$ cat src/rtl/cuppa_regbank_if.sv
// Register bus bundle for cuppa_regbank: address, write data/strobe and
// the combinational read-data return path.
interface cuppa_regbank_if;
  logic [11:0] y_adr;
  logic [15:0] y_wr_data;
  logic        y_wr;
  logic [15:0] y_rd_data;

  modport master (output y_adr, output y_wr_data, output y_wr, input  y_rd_data);
  modport slave  (input  y_adr, input  y_wr_data, input  y_wr, output y_rd_data);
endinterface

$ cat src/rtl/cuppa_regbank.sv
// Digitizer control register bank: per-channel trigger/waveform-buffer control,
// readout-buffer ownership and SPI task handshake. Optional lock: CUPPA_REGBANK_LOCK_EN.
module cuppa_regbank #(
  parameter int unsigned N_CHANNELS = 4,
  parameter int unsigned THR_WIDTH  = 12
) (
  input  logic                             clk,
  input  logic                             rst,
  cuppa_regbank_if.slave                   ybus,
  input  logic [15:0]                      vnum,
  output logic [5*N_CHANNELS-1:0]          trig_ctrl,
  output logic [THR_WIDTH*N_CHANNELS-1:0]  trig_thr,
  output logic [N_CHANNELS-1:0]            trig_run,
  output logic [N_CHANNELS-1:0]            wvb_arm,
  output logic [N_CHANNELS-1:0]            wvb_rst,
  input  logic [N_CHANNELS-1:0]            wvb_armed,
  input  logic [N_CHANNELS-1:0]            wvb_overflow,
  input  logic                             rdout_run,
  input  logic [15:0]                      rdout_len,
  input  logic [2:0]                       rdout_chan,
  output logic                             dpram_busy,
  output logic                             spi_req,
  input  logic                             spi_ack,
  output logic [23:0]                      spi_wr_data
);

  localparam int unsigned CTRL_W    = 5;
  localparam int unsigned RST_PULSE = 4;
  localparam int unsigned RST_CNT_W = $clog2(RST_PULSE);

  localparam logic [3:0]  OFF_CTRL   = 4'd0;
  localparam logic [3:0]  OFF_THR    = 4'd1;
  localparam logic [3:0]  OFF_ACTION = 4'd2;
  localparam logic [3:0]  OFF_RESET  = 4'd3;

  localparam logic [11:0] ADR_VNUM     = 12'hFFF;
  localparam logic [11:0] ADR_RD_BUSY  = 12'hFF0;
  localparam logic [11:0] ADR_RD_LEN   = 12'hFF1;
  localparam logic [11:0] ADR_RD_CHAN  = 12'hFF2;
  localparam logic [11:0] ADR_LOCK     = 12'hFF3;
  localparam logic [11:0] ADR_SPI_TASK = 12'hFE0;
  localparam logic [11:0] ADR_SPI_HI   = 12'hFE1;
  localparam logic [11:0] ADR_SPI_LO   = 12'hFE2;

  typedef enum logic {RD_IDLE, RD_BUSY}   rd_state_t;
  typedef enum logic {SPI_IDLE, SPI_BUSY} spi_state_t;

  logic [11:0] adr;
  logic [15:0] wdata;
  logic        wr;
  logic [3:0]  ch_idx;
  logic [3:0]  off;
  logic        ch_space;

  assign adr      = ybus.y_adr;
  assign wdata    = ybus.y_wr_data;
  assign wr       = ybus.y_wr;
  assign ch_idx   = adr[7:4];
  assign off      = adr[3:0];
  assign ch_space = (adr[11:8] == 4'hE);

  logic [CTRL_W-1:0]    ctrl_q  [N_CHANNELS];
  logic [THR_WIDTH-1:0] thr_q   [N_CHANNELS];
  logic [RST_CNT_W-1:0] rst_cnt [N_CHANNELS];

  rd_state_t   rd_state;
  spi_state_t  spi_state;
  logic [15:0] len_q;
  logic [2:0]  chan_q;

  logic [N_CHANNELS-1:0] wr_ch;
  logic [N_CHANNELS-1:0] wr_cfg;
  logic [N_CHANNELS-1:0] cfg_ok;

  // Channel write select; indices past N_CHANNELS never match, so those writes drop.
  always_comb begin
    wr_ch  = '0;
    wr_cfg = '0;
    for (int c = 0; c < N_CHANNELS; c++) begin
      wr_ch[c]  = wr && ch_space && (ch_idx == 4'(c));
      wr_cfg[c] = wr_ch[c] && ((off == OFF_CTRL) || (off == OFF_THR));
    end
  end

`ifdef CUPPA_REGBANK_LOCK_EN
  logic lock_q;
  logic viol_q;
  logic cfg_drop;

  assign cfg_ok   = lock_q ? ~wvb_armed : '1;
  assign cfg_drop = |(wr_cfg & ~cfg_ok);

  // Lock bit plus sticky violation flag; a new violation wins over a same-cycle clear.
  always_ff @(posedge clk) begin
    if (rst) begin
      lock_q <= 1'b0;
      viol_q <= 1'b0;
    end else begin
      if (wr && (adr == ADR_LOCK)) begin
        lock_q <= wdata[0];
        if (wdata[1]) viol_q <= 1'b0;
      end
      if (cfg_drop) viol_q <= 1'b1;
    end
  end
`else
  assign cfg_ok = '1;
`endif

  // Per-channel config, action pulses and timed buffer reset.
  always_ff @(posedge clk) begin
    if (rst) begin
      for (int c = 0; c < N_CHANNELS; c++) begin
        ctrl_q[c]  <= '0;
        thr_q[c]   <= '0;
        rst_cnt[c] <= '0;
      end
      trig_run <= '0;
      wvb_arm  <= '0;
      wvb_rst  <= '0;
    end else begin
      for (int c = 0; c < N_CHANNELS; c++) begin
        trig_run[c] <= wr_ch[c] && (off == OFF_ACTION) && wdata[0];
        wvb_arm[c]  <= wr_ch[c] && (off == OFF_ACTION) && wdata[1];
        if (wr_ch[c] && (off == OFF_CTRL) && cfg_ok[c]) ctrl_q[c] <= wdata[CTRL_W-1:0];
        if (wr_ch[c] && (off == OFF_THR)  && cfg_ok[c]) thr_q[c]  <= wdata[THR_WIDTH-1:0];
        // wvb_rst covers the write cycle's successor plus RST_PULSE-1 counted cycles.
        if (wr_ch[c] && (off == OFF_RESET) && wdata[0]) begin
          wvb_rst[c] <= 1'b1;
          rst_cnt[c] <= RST_CNT_W'(RST_PULSE - 1);
        end else if (rst_cnt[c] != '0) begin
          rst_cnt[c] <= rst_cnt[c] - RST_CNT_W'(1);
        end else begin
          wvb_rst[c] <= 1'b0;
        end
      end
    end
  end

  // Readout ownership and SPI task state machines.
  always_ff @(posedge clk) begin
    if (rst) begin
      rd_state    <= RD_IDLE;
      len_q       <= '0;
      chan_q      <= '0;
      spi_state   <= SPI_IDLE;
      spi_wr_data <= '0;
    end else begin
      case (rd_state)
        RD_IDLE: if (rdout_run) begin
          rd_state <= RD_BUSY;
          len_q    <= rdout_len;
          chan_q   <= rdout_chan;
        end
        RD_BUSY: if (wr && (adr == ADR_RD_BUSY) && wdata[0]) begin
          rd_state <= RD_IDLE;
          len_q    <= '0;
        end
        default: rd_state <= RD_IDLE;
      endcase

      case (spi_state)
        SPI_IDLE: if (wr && (adr == ADR_SPI_TASK) && wdata[0]) spi_state <= SPI_BUSY;
        SPI_BUSY: if (spi_ack) spi_state <= SPI_IDLE;
        default:  spi_state <= SPI_IDLE;
      endcase

      if (wr && (adr == ADR_SPI_HI)) spi_wr_data[23:16] <= wdata[7:0];
      if (wr && (adr == ADR_SPI_LO)) spi_wr_data[15:0]  <= wdata;
    end
  end

  assign dpram_busy = (rd_state == RD_BUSY);
  assign spi_req    = (spi_state == SPI_BUSY);

  always_comb begin
    trig_ctrl = '0;
    trig_thr  = '0;
    for (int c = 0; c < N_CHANNELS; c++) begin
      trig_ctrl[c*CTRL_W +: CTRL_W]       = ctrl_q[c];
      trig_thr[c*THR_WIDTH +: THR_WIDTH]  = thr_q[c];
    end
  end

  // Zero-latency read mux; anything unmapped returns zero.
  always_comb begin
    ybus.y_rd_data = '0;
    if (ch_space) begin
      for (int c = 0; c < N_CHANNELS; c++) begin
        if (ch_idx == 4'(c)) begin
          case (off)
            OFF_CTRL:   ybus.y_rd_data = 16'(ctrl_q[c]);
            OFF_THR:    ybus.y_rd_data = 16'(thr_q[c]);
            OFF_ACTION: ybus.y_rd_data = {14'b0, wvb_overflow[c], wvb_armed[c]};
            OFF_RESET:  ybus.y_rd_data = {15'b0, wvb_rst[c]};
            default:    ybus.y_rd_data = '0;
          endcase
        end
      end
    end else begin
      case (adr)
        ADR_VNUM:     ybus.y_rd_data = vnum;
        ADR_RD_BUSY:  ybus.y_rd_data = {15'b0, dpram_busy};
        ADR_RD_LEN:   ybus.y_rd_data = len_q;
        ADR_RD_CHAN:  ybus.y_rd_data = {13'b0, chan_q};
        ADR_SPI_TASK: ybus.y_rd_data = {15'b0, spi_req};
        ADR_SPI_HI:   ybus.y_rd_data = {8'b0, spi_wr_data[23:16]};
        ADR_SPI_LO:   ybus.y_rd_data = spi_wr_data[15:0];
`ifdef CUPPA_REGBANK_LOCK_EN
        ADR_LOCK:     ybus.y_rd_data = {14'b0, viol_q, lock_q};
`endif
        default:      ybus.y_rd_data = '0;
      endcase
    end
  end

endmodule

$ cat src/flat_wrapper.sv
// flat-port wrapper written by rule: the top's interface ports become plain ports
module cuppa_regbank_flat 
#(
  parameter int unsigned N_CHANNELS = 4,
  parameter int unsigned THR_WIDTH  = 12
)
  (clk, rst, vnum, trig_ctrl, trig_thr, trig_run, wvb_arm, wvb_rst, wvb_armed, wvb_overflow, rdout_run, rdout_len, rdout_chan, dpram_busy, spi_req, spi_ack, spi_wr_data, ybus_y_adr, ybus_y_wr_data, ybus_y_wr, ybus_y_rd_data);
  cuppa_regbank_if ybus_i ();
  input  logic clk;
  input  logic rst;
  input  logic [15:0] vnum;
  output logic [5*N_CHANNELS-1:0] trig_ctrl;
  output logic [THR_WIDTH*N_CHANNELS-1:0] trig_thr;
  output logic [N_CHANNELS-1:0] trig_run;
  output logic [N_CHANNELS-1:0] wvb_arm;
  output logic [N_CHANNELS-1:0] wvb_rst;
  input  logic [N_CHANNELS-1:0] wvb_armed;
  input  logic [N_CHANNELS-1:0] wvb_overflow;
  input  logic rdout_run;
  input  logic [15:0] rdout_len;
  input  logic [2:0] rdout_chan;
  output logic dpram_busy;
  output logic spi_req;
  input  logic spi_ack;
  output logic [23:0] spi_wr_data;
  input wire logic [$bits(ybus_i.y_adr)-1:0] ybus_y_adr;
  input wire logic [$bits(ybus_i.y_wr_data)-1:0] ybus_y_wr_data;
  input wire logic [$bits(ybus_i.y_wr)-1:0] ybus_y_wr;
  output wire logic [$bits(ybus_i.y_rd_data)-1:0] ybus_y_rd_data;
  assign ybus_i.y_adr = ybus_y_adr;
  assign ybus_i.y_wr_data = ybus_y_wr_data;
  assign ybus_i.y_wr = ybus_y_wr;
  assign ybus_y_rd_data = ybus_i.y_rd_data;
  cuppa_regbank #(.N_CHANNELS(N_CHANNELS), .THR_WIDTH(THR_WIDTH)) u_core (.clk(clk), .rst(rst), .ybus(ybus_i), .vnum(vnum), .trig_ctrl(trig_ctrl), .trig_thr(trig_thr), .trig_run(trig_run), .wvb_arm(wvb_arm), .wvb_rst(wvb_rst), .wvb_armed(wvb_armed), .wvb_overflow(wvb_overflow), .rdout_run(rdout_run), .rdout_len(rdout_len), .rdout_chan(rdout_chan), .dpram_busy(dpram_busy), .spi_req(spi_req), .spi_ack(spi_ack), .spi_wr_data(spi_wr_data));
endmodule
$ cat config.mk
export PLATFORM = sky130hd
export DESIGN_NAME = cuppa_regbank_flat
export DESIGN_NICKNAME = d
export VERILOG_FILES = /design/src/rtl/cuppa_regbank_if.sv /design/src/rtl/cuppa_regbank.sv /design/src/flat_wrapper.sv
export SDC_FILE = /design/constraint.sdc
export NUM_CORES = 1
export LEC_CHECK = 0
export BUFFER_PORTS_ARGS = -buffer_cell sky130_fd_sc_hd__buf_2
export CORE_UTILIZATION = 50
export CTS_CLUSTER_SIZE = 20
export DETAILED_ROUTE_END_ITERATION = 10
export PLACE_DENSITY = 0.78
export SETUP_SLACK_MARGIN = 0.2
export SYNTH_ARGS = -nofsm -noshare
export SYNTH_HDL_FRONTEND = slang
export SYNTH_SLANG_ARGS = --single-unit
$ cat constraint.sdc
create_clock -name clk -period 2.1 [get_ports clk]
set_input_delay 0.105 -clock clk [delete_from_list [all_inputs] [get_ports clk]]
set_output_delay 0.105 -clock clk [all_outputs]
set_load 0.005 [all_outputs]
==> impl_metrics.toml <==
[outcome]
status = "finished, violations left"
violations = "setup timing"

[power_and_ir_drop]
netSwitchingFraction_pct = 25.0
p_clk_share_pct = 42.7
p_sw_uw = 1710
comb_power_share_pct = 13.0
seq_power_share_pct = 44.3
p_int_uw = 5120
peakVddDrop_uv = 658
p_leak_uw = 0.00362
p_per_area_mw_per_mm2 = 781
power.total_uw = 6830

[sta]
rsz0062_at_grt = "true"
setup_slack_ns = -0.275
worst_pin_slew_ns = 0.840
setup_viol = 2
final-max-slew-violation-count = 0
maxSlewHeadroom_pct = 43.8
fmax_mhz = 421
fin_crit_sh_pct = 113
finalHoldViolCount = 0
min_period_ns = 2.37
finalClockSkew_ns = 0.00374

[layout]
num_antenna_cells = 0
layout-drive-gt1-share_pct = 37.4
finish.utilization_pct = 72.0
design_area_mm2 = 0.00875
layout.nets = 926
area_delta_synth_final_pct = 39.1

[die]
die_x_um = 114
rows = 40
dieArea_mm2 = 0.0130
core-area_mm2 = 0.0122
start_util_pct = 51.8
dieHeight_um = 114
ioPinCount = 198

[clocking]
clk_latency_ns = 0.42
cts_buffers = 17
cts_tree = "done"
clockBufferDepth = 2
cts.sinks = 133
cts-root-buf = "clkbuf_16"
htreeDepth = 4
clk_pin_slew_ns = 0.06

[synth]
synth_common_cells = "edfxtp_1 (76), nand2_1 (66), nor2_1 (63)"
syn_area_per_cell_um2 = 10.7
netlist.top_cell.by_area = "edfxtp_1"
syn_area_mm2 = 0.00629
ys_warn_count = 0
synth-main-ff-cell = "edfxtp_1"
synth_top_area_share_pct = 36.3
syn_nets = 671
yosysSeqAreaShare_pct = 54.4
synth.area.top_cells = "edfxtp_1 (36%), dfxtp_1 (18%), mux4_2 (4.3%), and2_1 (4.1%), nand2_1 (3.9%)"
ys_ff_latch = 133
synth_enable_flop_cells = 76
synth-async-reset-ratio_pct = 0
syn_inst = 591
synth_most_common_cell = "edfxtp_1"
ys_types = 53

[drt]
wl_um = 20600
first_pass_iters = 6
wl_per_cell_um = 20.1
drc = 0
drtIter0Drc = 608
via_count = 6008
ant_nets = 0
via_per_inst = 5.85

[worst_setup_path]
crit_type = "register to output port"
slowest_stage = "mux4_2"
endpoint_kind = "output port"
crit_cells = 5
crit_path_max_incr_delay_ns = 0.47
cp-endpoint = "ybus_y_rd_data[4]"
critPathMaxFanout = 2
rrSetupSlack_ns = 0.45
cp_num_buf_inv = 1
required_ns = 2.00
path_cells = "mux4_2 > a221o_1 > a222oi_1 > nand2_1 > buf_2"
critical_path.top_delay_family = "compound AO/OA/AOI/OAI gates"
timing.rr.end = "u_core.len_q[14]"
setup.worst_path.start = "u_core.ctrl_q[1][4]"
cp.arrival_ns = 2.27
startpoint_type = "register"
reg2reg_depth = 4
rr_startpoint = "u_core.dpram_busy"

[global_route]
antenna_found_initial = 0
gr-usage-all-layers_pct = 32.3
grt_pass1_vias = 5746
grt_pass1_wl_um = 31200
gr-total-overflow = 0
grt_max_degree = 41

[place]
dp_hpwl_um = 14700
placed_cell_area_mm2 = 0.00769
io_buffers = 197
gp_congestion = 0.949

[min_path]
hold_class = "input pin to register"

[job]
max_cap_viol_count = 0
power by group through the flow:
stage	logic (µW)	registers [µW]	clock network (µW)
2_1_floorplan	468	3050	0
3_3_place_gp	757	3070	0
3_5_place_dp	799	3070	0
4_1_cts	867	3020	2940
5_1_grt	966	3040	3060
6_report	887	3020	2920
state kept, by name, summed over array words and instances, names as in the netlist:
| register | cells |
|---|---|
| u_core.ctrl_q | 20 |
| u_core.trig_run | 4 |
| u_core.len_q | 16 |
| u_core.spi_req | 1 |
| u_core.dpram_busy | 1 |
| u_core.spi_wr_data | 24 |
| u_core.wvb_rst | 4 |
| u_core.thr_q | 48 |
| u_core.rst_cnt | 8 |
| u_core.chan_q | 3 |
| u_core.wvb_arm | 4 |
worst min path at each step:
stage / startpoint / endpoint / depth (start not counted)
4_1_cts: ybus_y_wr_data[10] / u_core.spi_wr_data[10] / 3
3_3_place_gp: rdout_chan[2] / u_core.chan_q[2] / 3
3_5_place_dp: rdout_chan[2] / u_core.chan_q[2] / 3
5_1_grt: ybus_y_wr_data[10] / u_core.spi_wr_data[10] / 3
6_report: ybus_y_wr / u_core.wvb_arm[2] / 3
2_1_floorplan: rdout_chan[0] / u_core.chan_q[0] / 2
metrics by stage:
step                      TNS [ns]  hold slack (ns)  std cells  worst slack [ns]
after floorplan                  0            0.252        591             0.410
after global placement           0            0.348        960            0.0923
after detailed placement         0            0.354        960            0.0815
after CTS                   -0.345          0.00145       1027            -0.281
after global routing        -0.465           0.0124       1027            -0.310
final                       -0.337           0.0159       1027            -0.275
logic make-up (layout without fill, tap and decap cells):
| group | after synthesis | after routing | share of synthesized area, % |
|---|---|---|---|
| buffers and inverters | 51 | 319 | 4.02 |
| AOI/OAI and AO/OA | 99 | 99 | 11.0 |
| muxes | 29 | 29 | 7.14 |
| and+or+nand+nor | 275 | 275 | 22.7 |
| DFF | 133 | 133 | 54.4 |
| adders and majority gates | 4 | 4 | 0.795 |
worst min-delay path, delay by kind of cell:
family / cells / cell delay [ns]
AND/OR/NAND/NOR: 2 / 0.14
buffers and inverters: 1 / 0.15
layout by cell type, fill, tap and decap left out, types with 3 or more instances in the layout:
cell           Yosys  layout
buf_12             0       7
inv_6              0       4
dlygate4sd3_1      0      31
a21oi_1           38      35
nand2b_1          18      18
mux4_2            12      12
edfxtp_1          76      76
clkinvlp_4         0       3
nand3b_1           4       4
nand4_1            4       4
nand3_1           40      39
a221o_1            3       3
buf_4              1      36
clkbuf_16          0      17
a222oi_1           9       9
inv_1             14      14
nor3_1             9       8
a22oi_1           28      26
or2_2              8       8
a21oi_2            0       3
and2_1            41      41
and3_1             3       3
buf_2             10     197
nor2_1            63      63
nor4_4             2       3
dfxtp_1           57      57
ha_1               4       4
mux2_2             7       5
mux2i_1           10      10
nand2_1           66      66
nand4b_1           3       3
clkinv_1           0       3
metal layers:
layer | wire (µm) | global-route usage [%]
met4 | 759 | 16.0
met1 | 7920 | 41.8
met3 | 1900 | 7.15
met5 | 0 | 0
met2 | 10100 | 51.4
final cells by class:
type / instances / area (µm²)
Fill cell: 890 / 3410
Tap cell: 168 / 210
Sequential cell: 133 / 3420
Clock inverter: 15 / 154
Timing Repair Buffer: 273 / 1730
Multi-Input combinational cell: 407 / 2760
Clock buffer: 17 / 425
Inverter: 14 / 52.6
what timing repair did:
action	CTS	global route
hold buffers	31	0
setup endpoints to repair	5	9
hold endpoints to repair	34	0
pin swaps	7	7
resized for setup	7	17
setup buffers	4	0
(Power assumes the default switching activity.)
